[src/rtl/switches_mmio_pkg.sv]
// rtl/switches_mmio_pkg.sv - shared data-bus memory map for the board peripherals
package switches_mmio_pkg;

    typedef logic [29:0] word_addr_t;

    localparam word_addr_t LED_ADDR  = 30'h00000004;
    localparam word_addr_t SW_ADDR   = 30'h00000005;
    localparam word_addr_t STAT_ADDR = 30'h00000006;

    localparam int DEFAULT_DEBOUNCE_CYCLES = 1000000;

    // True when a bus strobe targets the given word address
    function automatic logic addr_hit(input logic strobe, input word_addr_t addr,
                                      input word_addr_t target);
        return strobe && (addr == target);
    endfunction

endpackage

[src/rtl/switches_mmio_sw_debouncer.sv]
// rtl/switches_mmio_sw_debouncer.sv - two-flop synchroniser plus counting debouncer
module sw_debouncer
    import switches_mmio_pkg::*;
#(
    parameter int WIDTH           = 16,
    parameter int DEBOUNCE_CYCLES = DEFAULT_DEBOUNCE_CYCLES
) (
    input  logic             clk,
    input  logic             rst,
    input  logic [WIDTH-1:0] async_in,
    output logic [WIDTH-1:0] stable_out,
    output logic             update_pulse
);

    localparam int            CW      = $clog2(DEBOUNCE_CYCLES);
    localparam logic [CW-1:0] CNT_MAX = CW'(DEBOUNCE_CYCLES - 1);

    logic [WIDTH-1:0] r_sync1;
    logic [WIDTH-1:0] r_sync2;
    logic [WIDTH-1:0] r_candidate;
    logic [WIDTH-1:0] r_stable;
    logic [CW-1:0]    r_cnt;
    logic             w_same;
    logic             w_load;

    assign w_same = (r_sync2 == r_candidate);
    assign w_load = w_same && (r_cnt == CNT_MAX);

    // Plain flop chain into the clock domain; nothing between the stages
    always_ff @(posedge clk) begin
        if (rst) begin
            r_sync1 <= '0;
            r_sync2 <= '0;
        end else begin
            r_sync1 <= async_in;
            r_sync2 <= r_sync1;
        end
    end

    // Any difference restarts the count; the counter saturates once the value is accepted
    always_ff @(posedge clk) begin
        if (rst) begin
            r_candidate <= '0;
            r_cnt       <= '0;
            r_stable    <= '0;
        end else if (!w_same) begin
            r_candidate <= r_sync2;
            r_cnt       <= '0;
        end else if (w_load) begin
            r_stable <= r_candidate;
        end else begin
            r_cnt <= r_cnt + 1'b1;
        end
    end

    // Same-edge indication so the flag is set on the edge stable actually changes
    assign update_pulse = w_load && (r_candidate != r_stable);
    assign stable_out   = r_stable;

endmodule

[src/rtl/switches_mmio.sv]
// rtl/switches_mmio.sv - memory-mapped debounced slide-switch input with sticky change flag
module switches_mmio
    import switches_mmio_pkg::*;
#(
    parameter logic [29:0] SW_ADDR         = switches_mmio_pkg::SW_ADDR,
    parameter logic [29:0] STAT_ADDR       = switches_mmio_pkg::STAT_ADDR,
    parameter int          DEBOUNCE_CYCLES = DEFAULT_DEBOUNCE_CYCLES
) (
    input  logic        clk,
    input  logic        rst,
    input  logic [31:0] writeData,
    input  logic        writeEnable,
    input  logic        readEnable,
    input  logic [29:0] memAddress,
    input  logic [15:0] switches,
    output logic [31:0] readData,
    output logic        swChanged
);

    logic [15:0] w_stable;
    logic        w_update;
    logic        w_clear;
    logic        r_flag;
    logic        w_unused_wdata;

    // Status writes only ever clear the flag, so the data bits carry no meaning
    assign w_unused_wdata = &{1'b0, writeData};

    sw_debouncer #(
        .WIDTH           (16),
        .DEBOUNCE_CYCLES (DEBOUNCE_CYCLES)
    ) u_debouncer (
        .clk          (clk),
        .rst          (rst),
        .async_in     (switches),
        .stable_out   (w_stable),
        .update_pulse (w_update)
    );

    assign w_clear = addr_hit(writeEnable, memAddress, STAT_ADDR);

    // Sticky change flag; a new change beats a simultaneous clear so no event is lost
    always_ff @(posedge clk) begin
        if (rst) begin
            r_flag <= 1'b0;
        end else if (w_update) begin
            r_flag <= 1'b1;
        end else if (w_clear) begin
            r_flag <= 1'b0;
        end
    end

    // Zero-wait-state read mux; reads never disturb state
    always_comb begin
        readData = 32'd0;
        if (addr_hit(readEnable, memAddress, SW_ADDR)) begin
            readData = {16'd0, w_stable};
        end else if (addr_hit(readEnable, memAddress, STAT_ADDR)) begin
            readData = {31'd0, r_flag};
        end
    end

    assign swChanged = r_flag;

endmodule
[config.mk]
export PLATFORM = sky130hd
export DESIGN_NAME = switches_mmio
export DESIGN_NICKNAME = d
export VERILOG_FILES = /design/src/rtl/switches_mmio_pkg.sv /design/src/rtl/switches_mmio_sw_debouncer.sv /design/src/rtl/switches_mmio.sv
export SDC_FILE = /design/constraint.sdc
export NUM_CORES = 1
export LEC_CHECK = 0
export ABC_AREA = 1
export BUFFER_PORTS_ARGS = -buffer_cell sky130_fd_sc_hd__buf_2
export CORE_MARGIN = 4
export CORE_UTILIZATION = 48
export CTS_CLUSTER_SIZE = 12
export DETAILED_ROUTE_END_ITERATION = 10
export PLACE_DENSITY = 0.73
export SYNTH_ARGS = -nofsm -noshare
export SYNTH_HDL_FRONTEND = slang
export SYNTH_SLANG_ARGS = --single-unit
[constraint.sdc]
create_clock -name clk -period 1.5 [get_ports clk]
set_input_delay 0.15 -clock clk [delete_from_list [all_inputs] [get_ports clk]]
set_output_delay 0.15 -clock clk [all_outputs]
set_load 0.03 [all_outputs]
; Word level (Yosys, flattened, before mapping)
; Index checks and enable logic that the tools add are counted.
[word_totals]
reg_bits = 85
word_cells = 25
[classes]
mux = 4
n_eq_ne = 5
add_sub_neg = 1
n_reduce_logical = 8
bitwise_logic = 1
[ops]
columns = cell, n
row1 = $eq 30x3->1 const B, 2
row2 = $add 20x1->20 const B, 1
row3 = $eq 20x20->1 const B, 1
row4 = $eq 16x16->1, 1
row5 = $mux 16, 1
row6 = $ne 16x16->1, 1
row7 = $logic_and 1x1->1, 5
row8 = $mux 1, 3
row9 = $reduce_and 2->1, 1
row10 = $reduce_bool 2->1, 1
row11 = $reduce_or 2->1, 1
row12 = $not 1->1, 1

; Logic depth before layout (Yosys ltp)
; Gate-level depths: netlist of the first run.
[logic_depth]
word_depth = 4
mapped_depth = 12
mapped_depth_nobuf = 11

; By module
; Synthesis of the first run repeated with hierarchy kept, for this count alone.
[unflattened]
cells_unflattened = 636
area_unflattened_um2 = 4350.4
[by_module_without_submodules]
columns = mod, cells_each, area_each_um2, n_inst, seq_area_each_um2
row1 = sw_debouncer, 547, 3771.1, 1, 1681.6
row2 = switches_mmio, 89, 579.3, 1, 20.0

; Worst setup path before layout of the first run
; No wires, ideal clock.
[synth_path]
kind = input -> output
startpoint = input memAddress[7]
endpoint = output readData[0]
arrival_time_ns = 1.418
slack_ns = -0.068
cell_stages = 6
path_buffers = 0
path_cell_list = nor2_1 > nor3b_1 > nand2_1 > nor2_1 > nand2_1 > o21ai_0
[synth_between]
elab_chain_cells = 4
elab_cells_between_ends = 6
classes_between = eq/ne: 2 / mux: 2 / reduce/logical: 2
[synth_lines]
columns = element, line_no
row1 = start: declaration, switches_mmio.sv:14  ; input logic [29:0] memAddress,
row2 = $eq 30x3->1, switches_mmio_pkg.sv:15  ; return strobe && (addr == target);
row3 = $logic_and 1x1->1, switches_mmio_pkg.sv:15
row4 = $mux 1, switches_mmio.sv:58  ; end else if (addr_hit(readEnable, memAddress, STAT_ADDR)) begin
row5 = $mux 16 *, switches_mmio.sv:56  ; if (addr_hit(readEnable, memAddress, SW_ADDR)) begin
row6 = end: declaration, switches_mmio.sv:16  ; output logic [31:0] readData,
; Mark *: on every way between the ends. The rest lies on a longest branch, timed or not.

; Worst setup path after layout of the first run
[layout_path]
startpoint = register u_debouncer.r_cnt[0]
endpoint = register u_debouncer.r_cnt[16]
[layout_between]
elab_chain_cells = 2
elab_cells_between_ends = 3
classes_between = add/sub: 1 / eq/ne: 1 / reduce/logical: 1
[layout_lines]
columns = element, line_no
row1 = start: declaration, switches_mmio_sw_debouncer.sv:22  ; logic [CW-1:0] r_cnt;
row2 = start signal: assignment, switches_mmio_sw_debouncer.sv:52  ; r_cnt <= r_cnt + 1'b1;
row3 = branches (longest 2 deep; another with $add 20x1->20), --
; Parallel ways; which one is timed is not known.
; A chain may end at the register's enable or synchronous reset.

==> flow_summary.ini, run 1 <==
[routing]
route.detailed.drc = 0
routed_via_density = 4.65
drt-total-wl_um = 9900
firstDrtPassIters = 4
drtIter0Drc = 141
wl_per_cell_um = 11.3
vias = 4072
antenna_left = 0

[setup_path]
arrival_ps = 1850
path_class = register to register
cp-start-kind = register
crit_fanout = 4
critPathRequiredTime_ps = 1760
end_kind = register

[synth]
yosys_warnings = 0
synth.distinct_cells = 31
synth-seq-cells = 85
syn-cell-area_mm2 = 0.00425
syn_avg_cell_area_um2 = 6.60
ys_seq_area_frac = 0.401
synth_cells = 643

[timing]
rsz0062_at_grt = yes
min_period_ps = 1600
setup_violations = 20
maxSlewViolCount = 0
setup_slack_ps = -95.6
fmax_mhz = 627
post-route-period-util = 1.06
skew_ps = 8.90
finalHoldViolations = 0

[pwr]
combPwrFrac = 0.113
switching_share = 0.281
p_int_uw = 3160
power_frac_clock = 0.356
finalPower_uw = 4400
p_leak_uw = 0.00252
power_density_mw_per_mm2 = 800
p_seq_frac = 0.532
ir_drop_mv = 0.673
switchingPower_uw = 1240

[floorplanning]
dieArea_mm2 = 0.0104
fp.dieW_um = 102
ioPinCount = 115
die_h_um = 102
placementRows = 34
coreArea_mm2 = 0.00868
initial_utilization = 0.489

[cts]
cts_made_buffers = 9
clk_latency_ps = 370
root_buffer = clkbuf_8
cts_tree = yes
cts.htree.levels = 3
clock-sinks = 85
path_clk_slew_ps = 90
clk_path_buf_depth = 2

[layout]
layout-drive-gt1-share = 0.301
final_nets = 846
area_growth_pct = 29.5
fin_cells = 876
diodes = 0
layout_common_cells = nand2_1 (153), nor2_1 (117), inv_1 (98)
fillCellCount = 750
final_common_cell = nand2_1

[grt]
grt_pass1_vias = 3656
grt_usage = 0.185
grt_first_pass_wirelength_um = 15400
grt-ovfl-total = 0
antenna_found_initial = 0
grt_max_degree = 42

[placed_design]
port_buffers = 66
gp_congestion = 0.868
dp_hpwl_um = 6640
placedCellCount = 828

[job]
drv_cap = 0

[run_status]
status = finished with violations
violations = negative setup slack

[worst_hold_path]
hp-class = input pin to register
==> registers in the layout, summed over array words and instances, names as in the netlist <==
signal	cells
u_debouncer.r_cnt	20
u_debouncer.r_candidate	16
u_debouncer.r_sync1	16
u_debouncer.r_sync2	16
u_debouncer.stable_out	16
swChanged	1
==> through the flow <==
stage,setup slack (ps),hold slack [ps],utilization,cell area [µm²],setup TNS (ps)
after global placement,-26.3,349,0.551,4790,-257
final,-95.6,77.1,0.634,5500,-549
after detailed placement,-74.4,356,0.551,4790,-797
after global routing,-164,95.6,0.634,5500,-4040
after CTS,-28.1,70.9,0.605,5250,-43.6
after floorplan,1.92,257,-,4320,0
==> cells in the mapped netlist, drive strengths merged <==
| cell type | n | area share |
|---|---|---|
| or2 | 2 | 0.0029 |
| nor3b | 2 | 0.0035 |
| nand3 | 32 | 0.044 |
| o21ai | 7 | 0.0083 |
| nand4 | 11 | 0.016 |
| inv | 116 | 0.10 |
| clkbuf | 2 | 0.0018 |
| buf | 27 | 0.047 |
| nand2 | 172 | 0.16 |
| nor3 | 15 | 0.018 |
| nor2 | 139 | 0.14 |
| xor2 | 6 | 0.012 |
| xnor2 | 6 | 0.012 |
| a21oi | 18 | 0.027 |
| conb | 1 | 0.00088 |
| dfxtp | 85 | 0.40 |
| o211ai | 1 | 0.0018 |
| ha | 1 | 0.0029 |
==> worst max-delay path: stages, from the launching register on <==
cell and delay [ps]:
dfxtp_2 370, ha_4 150, nand2_2 50, inv_2 80, nand2_4 80, buf_4 140, nor3_2 160, nand3_1 160
o21ai_0 220, a21oi_2 80
==> path summary, 6_finish.rpt <==
check / start / end / slack (ps) / cells after the start
worst max-delay path: u_debouncer.r_cnt[0] / u_debouncer.r_cnt[16] / -100 / 9
worst min-delay path: writeEnable / swChanged / 80 / 4
worst max register to register: u_debouncer.r_cnt[0] / u_debouncer.r_cnt[16] / -100 / 9
worst min register to register: u_debouncer.r_sync1[10] / u_debouncer.r_sync2[10] / 400 / 2
==> what timing repair did <==
action,4_1_cts,5_1_grt
setup endpoints to repair,28,53
hold buffers,16,0
pin swaps,8,22
hold endpoints to repair,16,0
gates cloned,2,2
setup buffers,6,6
gates resized for setup,26,66
==> power groups by stage <==
stage	clock network [µW]	registers, µW	logic [µW]
floorplan	0	2380	306
global placement	0	2390	380
detailed placement	0	2390	388
CTS	1610	2340	454
global route	1700	2350	554
finish	1570	2340	496
==> kinds of logic after synthesis <==
group	count (synthesis)	share of synthesized area
adder cells (fa/ha/maj)	1	0.00295
flip-flops	85	0.401
AND/OR/NAND/NOR	373	0.381
XOR/XNOR	12	0.0248
other	1	0.000883
AO/OA/AOI/OAI	26	0.0374
buffers and inverters	145	0.152
==> layer usage <==
layer | track usage | wire (µm)
met3 | 0.0451 | 378
met1 | 0.217 | 4110
met4 | 0.0666 | 223
met5 | 0 | 0
met2 | 0.326 | 5180
==> final cells by class <==
cell class	count	area (µm²)	share of cell area
multi-input cells	431	2150	0.390
flip-flops and latches	85	1730	0.315
repair buffers	119	841	0.153
inverters	116	450	0.0819
well taps	108	135	0.0246
clock buffers	10	128	0.0232
clock inverters	6	57.6	0.0105
repair inverters	1	8.76	0.00159
(Power assumes the default switching activity.)
==> inputs of run 2 (changes only) <==
==> constraint.sdc (replaced) <==
create_clock -name clk -period 1.3 [get_ports clk]
set_input_delay 0.13 -clock clk [delete_from_list [all_inputs] [get_ports clk]]
set_output_delay 0.13 -clock clk [all_outputs]
set_load 0.03 [all_outputs]
==> run 2 against run 1 <==
- the run still ends with negative setup slack left
- die area did not move
- clock power rose by 27%
- clock skew rose by 2.3 ps
- largest cell class unchanged
- highest routed layer unchanged
==> flow_summary.ini, run 2 (synthesized netlist as in run 1, its figures left out) <==
[run_status]
status = finished with violations
violations = negative setup slack

[grt]
antenna_found_initial = 0
grt_pass1_vias = 3969
grt-ovfl-total = 0
grt_max_degree = 48
grt_usage = 0.205
grt_first_pass_wirelength_um = 17100

[routing]
vias = 4301
route.detailed.drc = 0
wl_per_cell_um = 11.9
drtIter0Drc = 288
antenna_left = 0
firstDrtPassIters = 4
routed_via_density = 4.70
drt-total-wl_um = 10900

[setup_path]
ff2ff_path_depth = 11
crit_fanout = 9
critPathRequiredTime_ps = 1600
arrival_ps = 1860
path_class = register to register
end_kind = register
reg2reg_setup_slack_ps = -260
cp-start-kind = register

[layout]
regMostFlops = u_debouncer.r_cnt
final_common_cell = nand2_1
fin_cells = 916
layout-drive-gt1-share = 0.386
largest_reg_flops = 20
layout_common_cells = nand2_1 (147), nor2_1 (103), inv_1 (90)
area_growth_pct = 43.7
stdcell_area_mm2 = 0.00610
diodes = 0
final_nets = 886

[timing]
finalHoldViolations = 0
whs_ps = 58.5
maxSlewViolCount = 0
min_period_ps = 1560
setup_violations = 49
fmax_mhz = 643
rsz0062_at_grt = yes
skew_ps = 11.2
post-route-period-util = 1.20
setup_slack_ps = -256

[cts]
cts_tree = yes
root_buffer = clkbuf_8
clock-sinks = 85
cts_made_buffers = 9
clk_latency_ps = 370
cts.htree.levels = 3
path_clk_slew_ps = 100
clk_path_buf_depth = 2

[placed_design]
gp_congestion = 0.853
port_buffers = 66
placedCellCount = 863
dpl_cell_area_mm2 = 0.00509
dp_hpwl_um = 7040

[job]
drv_cap = 0

[floorplanning]
fp.dieW_um = 102
die_h_um = 102
ioPinCount = 115
coreArea_mm2 = 0.00868
initial_utilization = 0.489
placementRows = 34
dieArea_mm2 = 0.0104

[pwr]
power_density_mw_per_mm2 = 874
p_leak_uw = 0.00274
finalPower_uw = 5330
ir_drop_mv = 0.709

[worst_hold_path]
hp-class = input pin to register
hold_path_depth = 4
[run 2: changes by cell type in the layout (fill, tap and decap cells not counted), sizes merged]
cell	change
buf	+40
clkbuf	-2
bufinv	+1
clkinv	+1
clkinvlp	+1
inv	-1
[run 2: timing repair]
item | in CTS | in global routing
cloned | 3 | 3
setup buffers | 11 | 4
endpoints found under the hold margin | 16 | 0
endpoints found under the setup margin | 53 | 53
hold buffers | 16 | 0
gates resized for setup | 50 | 119
pin swaps | 30 | 25
[run 2: metrics by stage]
stage,setup TNS [ps],utilization,setup slack [ps]
detailed placement,-8880,0.587,-263
global placement,-6660,0.587,-187
finish,-7690,0.703,-256
CTS,-5600,0.661,-198
floorplan,-4520,-,-181
global route,-12630,0.703,-377
[run 2: area by class of cell]
cell class	instances	area, µm²
multi-input combinational	431	2300
sequential	85	1750
clock buffer	9	124
inverter	116	450
tap	108	135
clock inverter	7	88.8
timing repair inverter	2	12.5
timing repair buffer	158	1240
fill	682	2580
[run 2: report_power, final]
group          total [µW]  internal, µW  switching (µW)
Sequential           2700          2660            40.1
Combinational         630           273             357
Clock                2000           938            1060
Total                5330          3870            1460
[run 2: worst max-delay path, stage by stage (launching register included)]
cell and delay, ps:
dfxtp_2 380, inv_2 50, nand2_1 60, nand2_1 70
a21oi_2 120, nand2_2 70, nor2_4 170, nand2_4 90
nor2_4 150, buf_4 140, inv_4 80, a21oi_2 120
[run 2: per-layer routing]
layer | vias up | GRT usage | share of wire
met5 | - | 0 | 0
met4 | 0 | 0.0797 | 0.018
met3 | 19 | 0.0444 | 0.067
met2 | 143 | 0.341 | 0.48
met1 | 1921 | 0.261 | 0.43
li1 | 2218 | - | -
[run 2: worst paths after layout]
kind,start,end
setup / recovery,u_debouncer.r_candidate[11],u_debouncer.r_cnt[8]
hold / removal,writeEnable,swChanged
setup reg to reg,u_debouncer.r_candidate[11],u_debouncer.r_cnt[8]
hold reg to reg,u_debouncer.r_sync1[4],u_debouncer.r_sync2[4]
==> inputs of run 3 (changes only) <==
--- a/config.mk
+++ b/config.mk
@@ -7,7 +7,7 @@
 export LEC_CHECK = 0
 export ABC_AREA = 1
 export BUFFER_PORTS_ARGS = -buffer_cell sky130_fd_sc_hd__buf_2
-export CORE_MARGIN = 4
+export CAP_MARGIN = 40
 export CORE_UTILIZATION = 48
 export CTS_CLUSTER_SIZE = 12
 export DETAILED_ROUTE_END_ITERATION = 10
==> run 3 against run 2 <==
- the run still ends with negative setup slack left
- count of clock-buffer cells in the layout did not move
- hold slack improved by 32 ps
- routed wire length increased by 16%
- sequential power hardly changed
- critical endpoint is now u_debouncer.stable_out[0]
==> flow_summary.ini, run 3 (synthesized netlist as in run 1, its figures left out) <==
[layout]
largest_reg_flops = 20
layout_common_cells = nand2_1 (131), nor2_1 (98), inv_1 (91)
regMostFlops = u_debouncer.r_cnt
fin_cells = 923
diodes = 0
area_growth_pct = 50.2
multi_input_area_mm2 = 0.00246
register_area_mm2 = 0.00175
final_common_cell = nand2_1
fillCellCount = 543
final_nets = 896
layout-drive-gt1-share = 0.440
stdcell_area_mm2 = 0.00638

[timing]
tns_ps = -11230
setup_slack_ps = -327
post-route-period-util = 1.25
finalHoldViolations = 0
maxSlewViolCount = 0
rsz0062_at_grt = yes
setup_violations = 53
fmax_mhz = 615
skew_ps = 15.7
min_period_ps = 1630

[pwr]
p_leak_uw = 0.00282
power_density_mw_per_mm2 = 837
finalPower_uw = 5340
ir_drop_mv = 0.620

[setup_path]
crit_fanout = 5
end_kind = register
cp-start-kind = register
path_class = register to register
critPathRequiredTime_ps = 1620
arrival_ps = 1950

[cts]
root_buffer = clkbuf_8
clock-sinks = 85
path_clk_slew_ps = 110
cts_tree = yes
cts_made_buffers = 9
cts.htree.levels = 3
clk_latency_ps = 380
clk_path_buf_depth = 2

[placed_design]
port_buffers = 66
placedCellCount = 869
post-place-ws_ps = -278
gp_congestion = 0.831
dpl_cell_area_mm2 = 0.00517
dp_hpwl_um = 7040

[grt]
grt-ovfl-total = 0
grt_max_degree = 35
antenna_found_initial = 0
grt_pass1_vias = 4001
grt_usage = 0.249
grt_first_pass_wirelength_um = 17500

[worst_hold_path]
hp-class = input pin to register

[routing]
route.detailed.drc = 0
drt-total-wl_um = 12600
routed_via_density = 5.00
wl_per_cell_um = 13.6
firstDrtPassIters = 5
antenna_left = 0
vias = 4614
drtIter0Drc = 321

[floorplanning]
ioPinCount = 115
fp.dieW_um = 96.0
die_h_um = 96.0
coreArea_mm2 = 0.00838
dieArea_mm2 = 0.00922
initial_utilization = 0.506
placementRows = 33

[job]
drv_cap = 0

[run_status]
status = finished with violations
violations = negative setup slack
[run 3: through the flow]
| stage | hold WS (ps) | util |
|---|---|---|
| global placement | 329 | 0.617 |
| floorplan | 237 | - |
| CTS | 57.5 | 0.708 |
| finish | 90.2 | 0.761 |
| global route | 99.7 | 0.761 |
| detailed placement | 337 | 0.617 |
[run 3: layout make-up]
type / instances / area share
timing repair buffer: 168 / 0.213
sequential: 85 / 0.275
inverter: 116 / 0.0710
clock inverter: 7 / 0.0118
tap: 105 / 0.0206
clock buffer: 9 / 0.0194
multi-input combinational: 431 / 0.386
timing repair inverter: 2 / 0.00314
[run 3: critical path, stage by stage (launching register included)]
cell and delay, ps:
dfxtp_2 360, inv_1 70, nand2_1 140, nand2_1 130, nor2_4 110, nand2_2 70
nor2_4 180, buf_6 150, nand3_4 140, nand2_2 100, nand2_2 40, nor2_1 90
[run 3: final timing paths]
kind	start	to	slack, ps	cells past startpoint
min	rst	u_debouncer.r_sync1[13]	90	2
max	u_debouncer.r_sync2[9]	u_debouncer.stable_out[0]	-330	11
max reg2reg	u_debouncer.r_sync2[9]	u_debouncer.stable_out[0]	-330	11
min reg2reg	u_debouncer.r_sync1[0]	u_debouncer.r_sync2[0]	390	2
[run 3: report_power, final]
part	total (µW)	leakage (µW)	internal (µW)	switching (µW)
logic	726	0.00201	310	416
registers	2710	0.000709	2660	43.7
clock network	1900	0.0000985	760	1140
total	5340	0.00282	3730	1600
[run 3: what timing repair did]
item	CTS	global route
hold endpoints to repair	16	0
hold buffers	16	0
gates cloned	6	0
gates resized for setup	71	158
buffers inserted	15	2
endpoints found under the setup margin	53	53
pin swaps	21	34
[run 3: metal layers]
layer  global-route usage  vias up  wire length [µm]
met1                0.297     2090              5100
li1                     -     2236                 -
met4                0.102        0               505
met5                    0        -                 0
met3               0.0411       50               925
met2                0.440      238              6050
